### config.mk
export PLATFORM = sky130hd
export DESIGN_NAME = alu_decode_exec
export DESIGN_NICKNAME = d
export VERILOG_FILES = /design/src/rtl/alu_decode_exec.sv
export SDC_FILE = /design/constraint.sdc
export NUM_CORES = 1
export LEC_CHECK = 0
export ABC_AREA = 1
export ABC_CLOCK_PERIOD_IN_PS = 1200
export CORE_ASPECT_RATIO = 1.1
export CORE_MARGIN = 5
export CORE_UTILIZATION = 40
export CTS_CLUSTER_DIAMETER = 30
export DETAILED_ROUTE_END_ITERATION = 16
export PLACE_DENSITY_LB_ADDON = 0.3
export SKIP_CTS_REPAIR_TIMING = 1
export SLEW_MARGIN = 0
export SYNTH_ARGS = -nofsm -noshare
export SYNTH_HDL_FRONTEND = slang
export SYNTH_SLANG_ARGS = --single-unit
### constraint.sdc
create_clock -name clock -period 1.2 [get_ports clock]
set_input_delay 0.18 -clock clock [delete_from_list [all_inputs] [get_ports clock]]
set_output_delay 0.18 -clock clock [all_outputs]
set_load 0.02 [all_outputs]
### src/rtl/alu_decode_exec.sv
// Decode-and-execute stage of the single-cycle RISC-V datapath: main control,
// ALU control and the ALU itself, with every output registered once.
module alu_decode_exec (
    input  logic        clock,
    input  logic        reset,
    input  logic [31:0] instrucao,
    input  logic [31:0] data1,
    input  logic [31:0] data2,
    output logic        ALUSrc,
    output logic        MemoriaMov,
    output logic        RegistradorEsc,
    output logic        MemoriaLida,
    output logic        MemoriaEscrita,
    output logic        Branch,
    output logic        ALUOp1,
    output logic        ALUOp0,
    output logic [3:0]  ALUcontrol,
    output logic [31:0] ALU_Out,
    output logic        Zero
);

    localparam logic [3:0] OP_AND  = 4'b0000;
    localparam logic [3:0] OP_OR   = 4'b0001;
    localparam logic [3:0] OP_ADD  = 4'b0010;
    localparam logic [3:0] OP_XOR  = 4'b0011;
    localparam logic [3:0] OP_SLL  = 4'b0100;
    localparam logic [3:0] OP_SRL  = 4'b0101;
    localparam logic [3:0] OP_SUB  = 4'b0110;
    localparam logic [3:0] OP_SLT  = 4'b0111;
    localparam logic [3:0] OP_SRA  = 4'b1000;
    localparam logic [3:0] OP_SLTU = 4'b1001;

    logic [6:0]  opcode;
    logic [2:0]  funct3;
    logic        funct7_b5;
    logic        unused_instr_bits;

    assign opcode            = instrucao[6:0];
    assign funct3            = instrucao[14:12];
    assign funct7_b5         = instrucao[30];
    assign unused_instr_bits = ^{instrucao[31], instrucao[29:15], instrucao[11:7]};

    // Packed as {ALUSrc, MemoriaMov, RegistradorEsc, MemoriaLida, MemoriaEscrita, Branch, ALUOp[1:0]}
    logic [7:0]  ctrl_d;
    logic [3:0]  alu_ctrl_d;
    logic [31:0] result_d;

    always_comb begin
        ctrl_d = 8'b0000_0000;
        case (opcode)
            7'b0110011: ctrl_d = 8'b0010_0010;
            7'b0010011: ctrl_d = 8'b1010_0011;
            7'b0000011: ctrl_d = 8'b1111_0000;
            7'b0100011: ctrl_d = 8'b1000_1000;
            7'b1100011: ctrl_d = 8'b0000_0101;
            default:    ctrl_d = 8'b0000_0000;
        endcase
    end

    always_comb begin
        alu_ctrl_d = OP_ADD;
        case (ctrl_d[1:0])
            2'b00: alu_ctrl_d = OP_ADD;
            2'b01: alu_ctrl_d = OP_SUB;
            default: begin
                // I-type has no SUBI, so bit 30 only matters for R-type funct3 000
                case (funct3)
                    3'b000: alu_ctrl_d = (ctrl_d[1:0] == 2'b10 && funct7_b5) ? OP_SUB : OP_ADD;
                    3'b001: alu_ctrl_d = OP_SLL;
                    3'b010: alu_ctrl_d = OP_SLT;
                    3'b011: alu_ctrl_d = OP_SLTU;
                    3'b100: alu_ctrl_d = OP_XOR;
                    3'b101: alu_ctrl_d = funct7_b5 ? OP_SRA : OP_SRL;
                    3'b110: alu_ctrl_d = OP_OR;
                    default: alu_ctrl_d = OP_AND;
                endcase
            end
        endcase
    end

    always_comb begin
        result_d = 32'd0;
        case (alu_ctrl_d)
            OP_AND:  result_d = data1 & data2;
            OP_OR:   result_d = data1 | data2;
            OP_ADD:  result_d = data1 + data2;
            OP_XOR:  result_d = data1 ^ data2;
            OP_SLL:  result_d = data1 << data2[4:0];
            OP_SRL:  result_d = data1 >> data2[4:0];
            OP_SUB:  result_d = data1 - data2;
            OP_SLT:  result_d = {31'd0, $signed(data1) < $signed(data2)};
            OP_SRA:  result_d = $unsigned($signed(data1) >>> data2[4:0]);
            OP_SLTU: result_d = {31'd0, data1 < data2};
            default: result_d = 32'd0;
        endcase
    end

    always_ff @(posedge clock or negedge reset) begin
        if (!reset) begin
            ALUSrc         <= 1'b0;
            MemoriaMov     <= 1'b0;
            RegistradorEsc <= 1'b0;
            MemoriaLida    <= 1'b0;
            MemoriaEscrita <= 1'b0;
            Branch         <= 1'b0;
            ALUOp1         <= 1'b0;
            ALUOp0         <= 1'b0;
            ALUcontrol     <= 4'd0;
            ALU_Out        <= 32'd0;
            Zero           <= 1'b0;
        end else begin
            ALUSrc         <= ctrl_d[7];
            MemoriaMov     <= ctrl_d[6];
            RegistradorEsc <= ctrl_d[5];
            MemoriaLida    <= ctrl_d[4];
            MemoriaEscrita <= ctrl_d[3];
            Branch         <= ctrl_d[2];
            ALUOp1         <= ctrl_d[1];
            ALUOp0         <= ctrl_d[0];
            ALUcontrol     <= alu_ctrl_d;
            ALU_Out        <= result_d;
            Zero           <= (result_d == 32'd0);
        end
    end

endmodule

### Yosys cells after proc, flatten, opt, wreduce, memory -nomap -nowiden

Cells that the tools add are included.

| operators by class | value |
|---|---|
| $add $sub $neg | 2 |
| order comparisons | 2 |
| equal/unequal tests | 22 |
| shifts and indexed selects | 3 |
| muxes and demuxes | 6 |
| bitwise logic cells | 3 |
| reductions and logical operators | 5 |

Operators by type and width:

| operator | number |
|---|---|
| $pmux 32 s10 | 1 |
| $lt 32x32->1 | 2 |
| $pmux 8 s5 | 1 |
| $add 32x32->32 | 1 |
| $and 32x32->32 | 1 |
| $logic_not 32->1 | 1 |
| $or 32x32->32 | 1 |
| $shl 32x5->32 | 1 |
| $shr 32x5->32 | 1 |
| $sshr 32x5->32 | 1 |
| $sub 32x32->32 | 1 |
| $xor 32x32->32 | 1 |
| $pmux 4 s7 | 1 |
| $eq 4x3->1 const B | 4 |
| $eq 7x6->1 const B | 2 |
| $eq 3x3->1 const B | 3 |
| $eq 4x2->1 const B | 2 |
| $eq 4x4->1 const B | 2 |
| $pmux 4 s2 | 1 |
| $eq 7x2->1 const B | 1 |
| $eq 7x5->1 const B | 1 |
| $eq 7x7->1 const B | 1 |
| $eq 3x2->1 const B | 2 |
| $eq 4x1->1 const B | 1 |
| 9 further kinds | 9 |

| storage, ports and cells | value |
|---|---|
| flip-flop bits (word level) | 45 |
| bits of input ports | 98 |
| output and inout port bits | 45 |

### Longest topological paths before layout

| logic depth | value |
|---|---|
| depth after elaboration | 10 |
| gate-level depth with buffers | 24 |
| mapped depth without buffers | 22 |

### Least setup slack after synthesis

Ideal clock, no wire load.

| timing path | value |
|---|---|
| kind | in2reg |
| start point | input data2[2] |
| end point | register Zero |
| setup time | 0.071 ns |
| arrival time | 2.689 ns |
| required time | 1.129 ns |
| setup slack | -1.560 ns |
| stages on the path | 22 |
| buffers on the path | 3 |
| cells stage by stage | clkbuf_1 clkinv_1 clkbuf_1 ha_1 buf_2 inv_1 nand2_1 o21ai_0 nand2_1 nand2_1 nand2_1 nand2_1 nand3_1 nand3_1 o21ai_1 nor2_1 nand3_1 nor2_1 nand2_1 nor2_1 nand2_1 nor2_1 |

| on the way | value |
|---|---|
| word-level cells in the longest chain between the ends | 3 |

Ends and longest elaborated chain:

| item | line | text |
|---|---|---|
| start: declaration | 8 | `input logic [31:0] data2,` |
| $lt 32x32->1, or another cell as far along | 93 | `OP_SLTU: result_d = {31'd0, data1 < data2};` |
| $pmux 32 s10 (*) | 83 | `case (alu_ctrl_d)` |
| via result_d[0] | 46 | `logic [31:0] result_d;` |
| $logic_not 32->1 (*) | 122 | `Zero <= (result_d == 32'd0);` |
| end signal: assignment | 122 |  |
| end: declaration | 19 | `output logic Zero` |

The timed path passes the listed nets; every way through them passes the cells marked *.

### Worst setup path in the final report

| timing path | value |
|---|---|
| start point | input data1[5] |
| end point | register Zero |

| on the way | value |
|---|---|
| word-level cells in the longest chain between the ends | 3 |

Ends and longest elaborated chain:

| item | line | text |
|---|---|---|
| start: declaration | 7 | `input logic [31:0] data1,` |
| $sub 32x32->32, or another cell as far along | 90 | `OP_SUB: result_d = data1 - data2;` |
| $pmux 32 s10 (*) | 83 |  |
| via result_d[13] | 46 |  |
| $logic_not 32->1 (*) | 122 |  |

Marks and branches as above.

==> results.txt <==
The count of pins over their slew limit is 0. In the synthesized netlist the dominant register cell turns out to be dfrtp_1. The number of hold-slack violations in the final timing report came out at 0. At the pin with the least slew margin, the transition time is 0.737 ns. The detailed-router iteration count before antenna repair is 6. The cell internal power dissipation is 7.53 mW. The critical path is of the in2reg type.

The x dimension of the die is 176 um. Synthesis inferred 44 register bits. Leaving out fill and tap cells, the most frequent cells in the layout are 694 x nand2_1, 536 x buf_4, 255 x nand3_1, 182 x nand2_2, 175 x inv_1. The analysis attributes to net switching a power of 7.20 mW. The count of routing violations after the opening detailed-route iteration is 2368. Measured against its own limit, the worst slew margin works out to 50.9%. The flow ran to the end, but the final reports show violations.

TritonCTS built the clock tree. In the synthesized netlist, the number of instances is 2431. In this run the remaining antenna-violating nets after routing total 0.

The max-capacitance violation count came out at 0. Timing would allow up to 408 MHz. The power share of the sequential group came out at 11.9%. The placement-stage cell area came out at 0.0181 mm^2. Setup repair after global routing could not meet its margin everywhere. In this design, the largest share of critical-path delay is due to simple AND/OR/NAND/NOR gates.

Summed over all failing endpoints, the final setup total negative slack is -27.66 ns. The worst setup path is launched from an input port. The period utilization came out at 204%. The total wire length after detailed routing is 77900 um. The number of DRC violations after detailed routing came out at 0. The overall fraction of global-route tracks in use came out at 39.2%. The wire length of the first global-routing pass is 100000 um. The final reports fail on setup timing. The leakage power total came out at 12.4 nW. The most area-hungry cell type in the Yosys netlist is nand2_1. For this design the ratio of total power to cell area is 648 mW/mm^2. The synthesized area per cell is 4.98 um^2. The overall die height is 192 um. The maximum buffer depth of the clock tree came out at 2. The post-detailed-route wirelength per cell is 22.3 um.

Setup violations remaining at the end of the flow were counted as 33. The number of cells after detailed placement came out at 3400. The combined buffer and inverter count along the critical path came out at 5.

Once layout is done, the placed cells without fillers occupy 0.0227 mm^2. The count of synthesis-stage warnings from yosys is 0. The final layout net count is 3324. The layout cell share with drive strength beyond 1 came out at 47.5%. The largest net degree at the start of global routing came out at 69. In the routed layout, each cell is associated on average with a via count of 5.75. The async set or reset register ratio after synthesis is 100%. The number of global-route vias before repair was 17.4k.

The critical path required time came out at 1.46 ns. The worst setup path is captured at a register. The worst hold path begins at instrucao[4]. The area growth from synthesis to layout is 87.7%.

The library cell used most frequently in the layout, excluding fill and tap cells, is nand2_1. The fraction of power spent switching nets is 48.9%. The final weighted congestion in routability-driven placement came out at 1.08. The initial antenna violation count is 0. The worst path arrival time is 2.71 ns. The peak supply drop is 0.615 mV. The critical path startpoint is data1[5]. The level count of the clock H-tree came out at 2. The count of clock tree sinks is 44. The finished layout holds 3502 standard cells, fillers aside.

The part of the power in combinational logic is 76.0%. The area enclosed by the die boundary came out at 0.0338 mm^2. The tree is rooted in a clkbuf_16.

The effective utilization at floorplan is 40.7%. For this design, the slowest cell found on the critical path is xor2_2. The setup slack after layout is -1.25 ns. The number of diodes is 0. 143 I/O pins were placed. The total power draw is 14.7 mW. Yosys mapped a number of flops with a built-in enable equal to 0. The total area inside the core boundary comes to 0.0297 mm^2. Port buffering added 121 buffers. The number of unique standard cell types used by synthesis is 44.

The synthesized netlist net count came out at 2628. The final period demand of the worst path is 2.45 ns. The share of the synthesized area in the top cell type came out at 28.5%. The proportion of power drawn by the clock network is 12.1%. The largest incremental delay on the critical path is 0.32 ns.

The summed instance area of the synthesized netlist is 0.0121 mm^2. Among the stages of the critical path, the cell type that occurs most often is nand2_1. The critical path goes through buf_4 -> buf_6 -> ha_2 -> inv_2 -> o21ai_1 -> buf_4 -> nand2_2 -> nand2_2 -> nand2_1 -> nand3b_1 -> xor2_2 -> nand2_1 -> nand2_1 -> nor2_1 -> buf_4 -> nand3_4 -> nor2_2 -> nand2_1 -> nor2_2 -> nand2_2 -> nor2_2.

Of the synthesized area, sequential elements account for 9.10%. Clock-pin slew was measured on the worst setup and hold paths at 0.08 ns. Cells fill 76.4% of the core in the end. After floorplanning, the core was divided into 66 placement rows. The routed layout has 20.2k vias.

The wire-length estimate of the detail-placed layout is 58500 um. The number of fillers in the final layout is 2292. The sum of overflow across all layers after global routing came out at 0. By area the synthesized netlist is led by nand2_1 28%, nand3_1 14%, ha_1 10%. The path class of the tightest hold or removal check is in2reg.

The maximum fanout along the worst path is 3. The number of buffers created by CTS is 5.
routing by layer:
layer | global-route usage (%) | up-vias | part of all wire (%)
met1 | 49.6 | 9314 | 36
met4 | 20.7 | 0 | 8.8
met5 | 0 | - | 0
li1 | - | 9025 | -
met3 | 6.88 | 415 | 10
met2 | 63.9 | 1396 | 45
Yosys cell counts, types with 2 or more instances:
library cell,n
nand2_1,919
nand3_1,340
nor2_1,311
inv_1,294
ha_1,97
o21ai_0,88
a21oi_1,69
clkbuf_1,49
dfrtp_1,44
buf_1,30
xor2_1,26
nand4_1,23
o21ai_1,22
buf_2,18
nor3_1,16
inv_2,12
o21bai_1,8
and2_1,7
o211ai_1,7
o22ai_1,5
buf_4,4
nand2_4,4
nand3b_1,4
nor2_2,4
nand2_2,3
buf_6,2
clkinv_1,2
fa_1,2
nand3_2,2
nand4_2,2
nor2_4,2
or2_1,2
or2_2,2
final timing paths:
check | to | cells after the start
max in group asynchronous | ALU_Out[27] | 3
min | MemoriaLida | 3
max | Zero | 21
min in group asynchronous | MemoriaLida | 3
cell type report:
class                      instances  area, um^2  share of cell area [%]
clock buffer                       5         125                   0.551
tap                              374         468                    2.06
sequential                        44        1100                    4.85
timing repair buffer             792        7200                    31.7
multi-input combinational       1976       12500                    54.9
inverter                         308        1300                    5.74
clock inverter                     3        46.3                   0.204
flip-flops by register name, indices dropped and copies added, names as in the netlist:
signal,flops
MemoriaEscrita,1
MemoriaLida,1
ALUOp1,1
RegistradorEsc,1
Zero,1
ALU_Out,32
ALUSrc,1
ALUcontrol,4
Branch,1
ALUOp0,1
cells by family (layout without fill, tap and decap cells):
logic type | count (synthesis) | in the layout | synth area share (%)
AOI/OAI and AO/OA | 205 | 205 | 8.95
xor gates and xnor gates | 26 | 26 | 1.88
adders and majority gates | 99 | 99 | 10.4
buffers and inverters | 411 | 1108 | 13.2
DFF | 44 | 44 | 9.10
and+or+nand+nor | 1646 | 1646 | 56.5
stage by stage:
stage	hold slack [ns]	setup WS (ns)
CTS	-0.149	-1.88
floorplan	-0.116	-0.983
detailed placement	0.187	-2.21
global route	0.275	-1.38
global placement	0.175	-2.19
finish	0.276	-1.25
power by group through the flow:
stage / Combinational (mW) / Sequential, mW / Clock [mW]
floorplan: 3.64 / 2.08 / 0
global placement: 8.31 / 1.78 / 0
detailed placement: 8.38 / 1.79 / 0
CTS: 8.42 / 1.76 / 1.78
global route: 11.7 / 1.78 / 1.81
finish: 11.2 / 1.76 / 1.78
tightest hold or removal path, stage by stage:
cell and delay, ns:
dlymetal6s2s_1 0.18, buf_4 0.15, nor3_1 0.04
Note: power is estimated with default switching activity, not from simulation.
